### config.mk
export PLATFORM = sky130hd
export DESIGN_NAME = neuron_mac
export DESIGN_NICKNAME = d
export VERILOG_FILES = /design/src/rtl/nn_pkg.sv /design/src/rtl/fx_saturate.sv /design/src/rtl/neuron_mac.sv
export SDC_FILE = /design/constraint.sdc
export NUM_CORES = 1
export LEC_CHECK = 0
export BUFFER_PORTS_ARGS = -buffer_cell sky130_fd_sc_hd__buf_2
export CAP_MARGIN = 15
export CORE_MARGIN = 4
export CORE_UTILIZATION = 45
export DETAILED_ROUTE_END_ITERATION = 16
export PLACE_DENSITY_LB_ADDON = 0.08
export SYNTH_ARGS = -nofsm -noshare
export SYNTH_HDL_FRONTEND = slang
export SYNTH_HIERARCHICAL = 1
export SYNTH_SLANG_ARGS = --single-unit
export TNS_END_PERCENT = 100
### constraint.sdc
create_clock -name clk -period 10.3 [get_ports clk]
set_input_delay 1.03 -clock clk [delete_from_list [all_inputs] [get_ports clk]]
set_output_delay 1.03 -clock clk [all_outputs]
set_load 0.03 [all_outputs]
### src/rtl/nn_pkg.sv
// Shared fixed-point defaults, limits and FSM encoding for the neural-network datapath blocks.
package nn_pkg;

    localparam int NN_DATA_WIDTH = 16;
    localparam int NN_FRAC_BITS  = 8;
    localparam int NN_ACC_WIDTH  = 40;

    localparam logic signed [NN_DATA_WIDTH-1:0] NN_FX_MAX = 16'sh7FFF;
    localparam logic signed [NN_DATA_WIDTH-1:0] NN_FX_MIN = 16'sh8000;

    typedef enum logic [1:0] {
        IDLE   = 2'd0,
        WAIT   = 2'd1,
        OUTPUT = 2'd2
    } state_t;

endpackage

### src/rtl/fx_saturate.sv
// Combinational rescale of a wide accumulator (arithmetic shift by FRAC_BITS, floor rounding)
// followed by clamping into the signed DATA_WIDTH range.
module fx_saturate #(
    parameter int DATA_WIDTH = 16,
    parameter int FRAC_BITS  = 8,
    parameter int ACC_WIDTH  = 40
) (
    input  logic signed [ACC_WIDTH-1:0]  acc_i,
    output logic signed [DATA_WIDTH-1:0] data_o
);

    localparam logic signed [ACC_WIDTH-1:0] MAX_EXT =
        {{(ACC_WIDTH-DATA_WIDTH+1){1'b0}}, {(DATA_WIDTH-1){1'b1}}};
    localparam logic signed [ACC_WIDTH-1:0] MIN_EXT =
        {{(ACC_WIDTH-DATA_WIDTH+1){1'b1}}, {(DATA_WIDTH-1){1'b0}}};

    logic signed [ACC_WIDTH-1:0] shifted;

    always_comb begin
        shifted = acc_i >>> FRAC_BITS;
        if (shifted > MAX_EXT) begin
            data_o = MAX_EXT[DATA_WIDTH-1:0];
        end else if (shifted < MIN_EXT) begin
            data_o = MIN_EXT[DATA_WIDTH-1:0];
        end else begin
            data_o = shifted[DATA_WIDTH-1:0];
        end
    end

endmodule

### src/rtl/neuron_mac.sv
// Single-neuron MAC: one weight-ROM read per activation, accumulate, add bias, rescale, saturate.
// Optional NEURON_RELU_EN clamps negative results to zero before they are registered.
module neuron_mac
    import nn_pkg::*;
#(
    parameter int NUM_INPUTS = 4,
    parameter int ADDR_WIDTH = 2,
    parameter int DATA_WIDTH = NN_DATA_WIDTH,
    parameter int FRAC_BITS  = NN_FRAC_BITS,
    parameter int ACC_WIDTH  = NN_ACC_WIDTH
) (
    input  logic                  clk,
    input  logic                  rst,
    input  logic                  in_valid,
    output logic                  in_ready,
    input  logic [DATA_WIDTH-1:0] in_data,
    input  logic [DATA_WIDTH-1:0] bias,
    output logic [ADDR_WIDTH-1:0] w_addr,
    output logic                  w_r_en,
    input  logic [DATA_WIDTH-1:0] w_data,
    output logic                  out_valid,
    input  logic                  out_ready,
    output logic [DATA_WIDTH-1:0] out_data,
    output state_t                dbg_state
);

    // Handshakes: a transfer happens on a rising edge where valid and ready are both high;
    // valid never depends on ready, and the result stays stable until it is taken.
    state_t                        state_q, state_d;
    logic [ADDR_WIDTH-1:0]         idx_q, idx_d;
    logic signed [ACC_WIDTH-1:0]   acc_q, acc_d;
    logic signed [DATA_WIDTH-1:0]  x_q, x_d;
    logic                          out_valid_q, out_valid_d;
    logic [DATA_WIDTH-1:0]         out_data_q, out_data_d;

    logic signed [2*DATA_WIDTH-1:0] prod;
    logic signed [ACC_WIDTH-1:0]    prod_ext;
    logic signed [ACC_WIDTH-1:0]    bias_ext;
    logic signed [ACC_WIDTH-1:0]    sum;
    logic signed [DATA_WIDTH-1:0]   sat;
    logic [DATA_WIDTH-1:0]          result;
    logic                           last;

    assign in_ready  = (state_q == IDLE);
    assign w_r_en    = in_valid & in_ready;
    assign w_addr    = idx_q;
    assign out_valid = out_valid_q;
    assign out_data  = out_data_q;
    assign dbg_state = state_q;

    // w_data is only meaningful in WAIT, one cycle after the read was issued.
    assign prod     = x_q * $signed(w_data);
    assign prod_ext = {{(ACC_WIDTH-2*DATA_WIDTH){prod[2*DATA_WIDTH-1]}}, prod};
    assign bias_ext = {{(ACC_WIDTH-DATA_WIDTH-FRAC_BITS){bias[DATA_WIDTH-1]}}, bias,
                       {FRAC_BITS{1'b0}}};
    assign sum      = acc_q + prod_ext + bias_ext;
    assign last     = (idx_q == ADDR_WIDTH'(NUM_INPUTS-1));

    fx_saturate #(
        .DATA_WIDTH (DATA_WIDTH),
        .FRAC_BITS  (FRAC_BITS),
        .ACC_WIDTH  (ACC_WIDTH)
    ) u_sat (
        .acc_i  (sum),
        .data_o (sat)
    );

`ifdef NEURON_RELU_EN
    assign result = sat[DATA_WIDTH-1] ? '0 : sat;
`else
    assign result = sat;
`endif

    always_comb begin
        state_d     = state_q;
        idx_d       = idx_q;
        acc_d       = acc_q;
        x_d         = x_q;
        out_valid_d = out_valid_q;
        out_data_d  = out_data_q;
        case (state_q)
            IDLE: begin
                if (in_valid) begin
                    x_d     = in_data;
                    state_d = WAIT;
                end
            end
            WAIT: begin
                if (last) begin
                    out_data_d  = result;
                    out_valid_d = 1'b1;
                    acc_d       = '0;
                    idx_d       = '0;
                    state_d     = OUTPUT;
                end else begin
                    acc_d   = acc_q + prod_ext;
                    idx_d   = idx_q + ADDR_WIDTH'(1);
                    state_d = IDLE;
                end
            end
            OUTPUT: begin
                if (out_ready) begin
                    out_valid_d = 1'b0;
                    state_d     = IDLE;
                end
            end
            default: state_d = IDLE;
        endcase
    end

    always_ff @(posedge clk or negedge rst) begin
        if (!rst) begin
            state_q     <= IDLE;
            idx_q       <= '0;
            acc_q       <= '0;
            x_q         <= '0;
            out_valid_q <= 1'b0;
            out_data_q  <= '0;
        end else begin
            state_q     <= state_d;
            idx_q       <= idx_d;
            acc_q       <= acc_d;
            x_q         <= x_d;
            out_valid_q <= out_valid_d;
            out_data_q  <= out_data_d;
        end
    end

endmodule

==> flow_summary.toml <==
[timing]
setup_viol = 0
period_needed_ns = 9.77
worst_pin_slew_ns = 0.918
hold_viol = 0
totalNegativeSetupSlack_ns = 0
fin_skew_ns = 0.0133
max_freq_mhz = 102
max_slew_margin = 0.386
grt_setup_unrepaired = "false"
slew_viol_final = 0
fin_crit_sh = 0.948

[setup_path]
crit_path_max_incr_delay_ns = 0.55
slowest_stage = "fa_1"
cp_max_fo = 16
cp.arrival_ns = 10.01
cpMostUsedCell = "fa_1"
rrSetupSlack_ns = 0.69
crit_buf_inv = 6
crit_path_end_kind = "flip-flop"
crit_family = "adder cells"
critPathRequiredTime_ns = 10.54
crit_type = "primary input to flip-flop"
start_kind = "primary input"

[placement]
gp_routability_congestion = 0.832
hpwl_um = 34700
placement.io_buffers = 74
postPlaceCellArea_um2 = 17700

[floorplan]
boundaryPins = 75
die-area_um2 = 40300
core_um2 = 36600
start_util = 0.457
die_w_um = 201
num_rows = 70
die_h_um = 201

[finish]
syn_to_final_growth_pct = 7.90
nets = 2318
drive_above_1_share = 0.104
finalInstanceArea_um2 = 18100
n_antenna_cell = 0

[yosys]
avgSynthCellArea_um2 = 9.72
ys_warn_count = 6
syn_inst = 1721
synthesis.nets = 2252
syn-cell-area_um2 = 16700

[route]
met3_length_um = 1410
drc_errors = 0
post_drt_wl_per_cell_um = 17.7
drtIter0Drc = 548
wl_met1_um = 20600
first_pass_iters = 5
vias = 11583
routed_wl_um = 40000
route.met2.wl_um = 17800
ant_nets = 0
drt-vias-per-instance = 5.13
routed.top_layer = "met4"

[run_status]
status = "completed"

[global_route]
grt_pass1_wl_um = 68700
antenna_found_initial = 0
first_global_vias = 12573
grt.overflow.total = 0
grt_usage = 0.210
grt_max_degree = 48

[job]
cap_violations = 0

[clock_tree]
worstSkewPairLatency_ns = 0.36
cts_tree = "done"
htree_levels = 3
clockRootBuffer = "clkbuf_16"
cts.sinks = 77
cts.clk_slew.worst_paths_ns = 0.07
cts_buffers = 9
cts_buffer_depth = 2
postCtsSetupBuffers = 0

[hold_path]
worstHoldPathType = "flip-flop to flip-flop"
state kept, by name, summed over array words and instances (netlist names):
register and count:
out_valid 1, out_data 16, w_addr 2, acc_q 40
dbg_state 2, x_q 16
path summary, 6_finish.rpt:
check	startpoint	endpoint	depth (start not counted)
hold / removal	acc_q[2]	acc_q[2]	2
setup / recovery	w_data[6]	out_data[4]	34
hold reg to reg	acc_q[2]	acc_q[2]	2
min in group asynchronous	rst	acc_q[38]	1
max in group asynchronous	rst	x_q[12]	2
setup reg to reg	x_q[11]	out_data[4]	34
layout by cell type (no fill, tap or decap), drive strengths merged, types with 31 or more instances in the layout:
cell and n:
a21oi 54, dfrtp 77, mux2 33, inv 381, and2 129, a21o 49, xnor2 50, o21ai 31
ha 148, nor2 48, fa 331, nand2 156, buf 107
worst min-delay path, stage by stage (launching register included):
cell,delay (ns)
dfrtp_1,0.35
nand2_1,0.05
o21ai_0,0.06
routing by layer:
layer / up-vias / track usage
met5: - / 0
met2: 190 / 0.324
met4: 0 / 0.0253
met1: 5873 / 0.328
met3: 15 / 0.0284
li1: 5505 / -
area by class of cell:
cell class,count,area [µm²]
fillers,3540,18600
multi-input cells,1214,13200
flip-flops and latches,77,1930
inverters,378,1420
repair buffers,107,621
well taps,468,586
clock buffers,9,225
clock inverters,7,81.3
stage by stage:
step | std cells | setup WS [ns] | utilization | hold WS, ns
final | 2260 | 0.532 | 0.493 | 0.490
after global routing | 2260 | 0.0420 | 0.493 | 0.522
after floorplan | 1721 | 0.766 | - | 0.450
after global placement | 2244 | 0.0415 | 0.484 | 0.476
after CTS | 2260 | 0.445 | 0.493 | 0.499
after detailed placement | 2244 | 0.110 | 0.484 | 0.482
repair_timing:
| item | 4_1_cts | 5_1_grt |
|---|---|---|
| endpoints found under the hold margin | 0 | 0 |
| hold buffers | 0 | 0 |
| gates resized for setup | 0 | 3 |
| setup endpoints to repair | 0 | 15 |
Power is not shown: default switching activity piles up to over one toggle a cycle in this logic, so the estimate is an artifact.
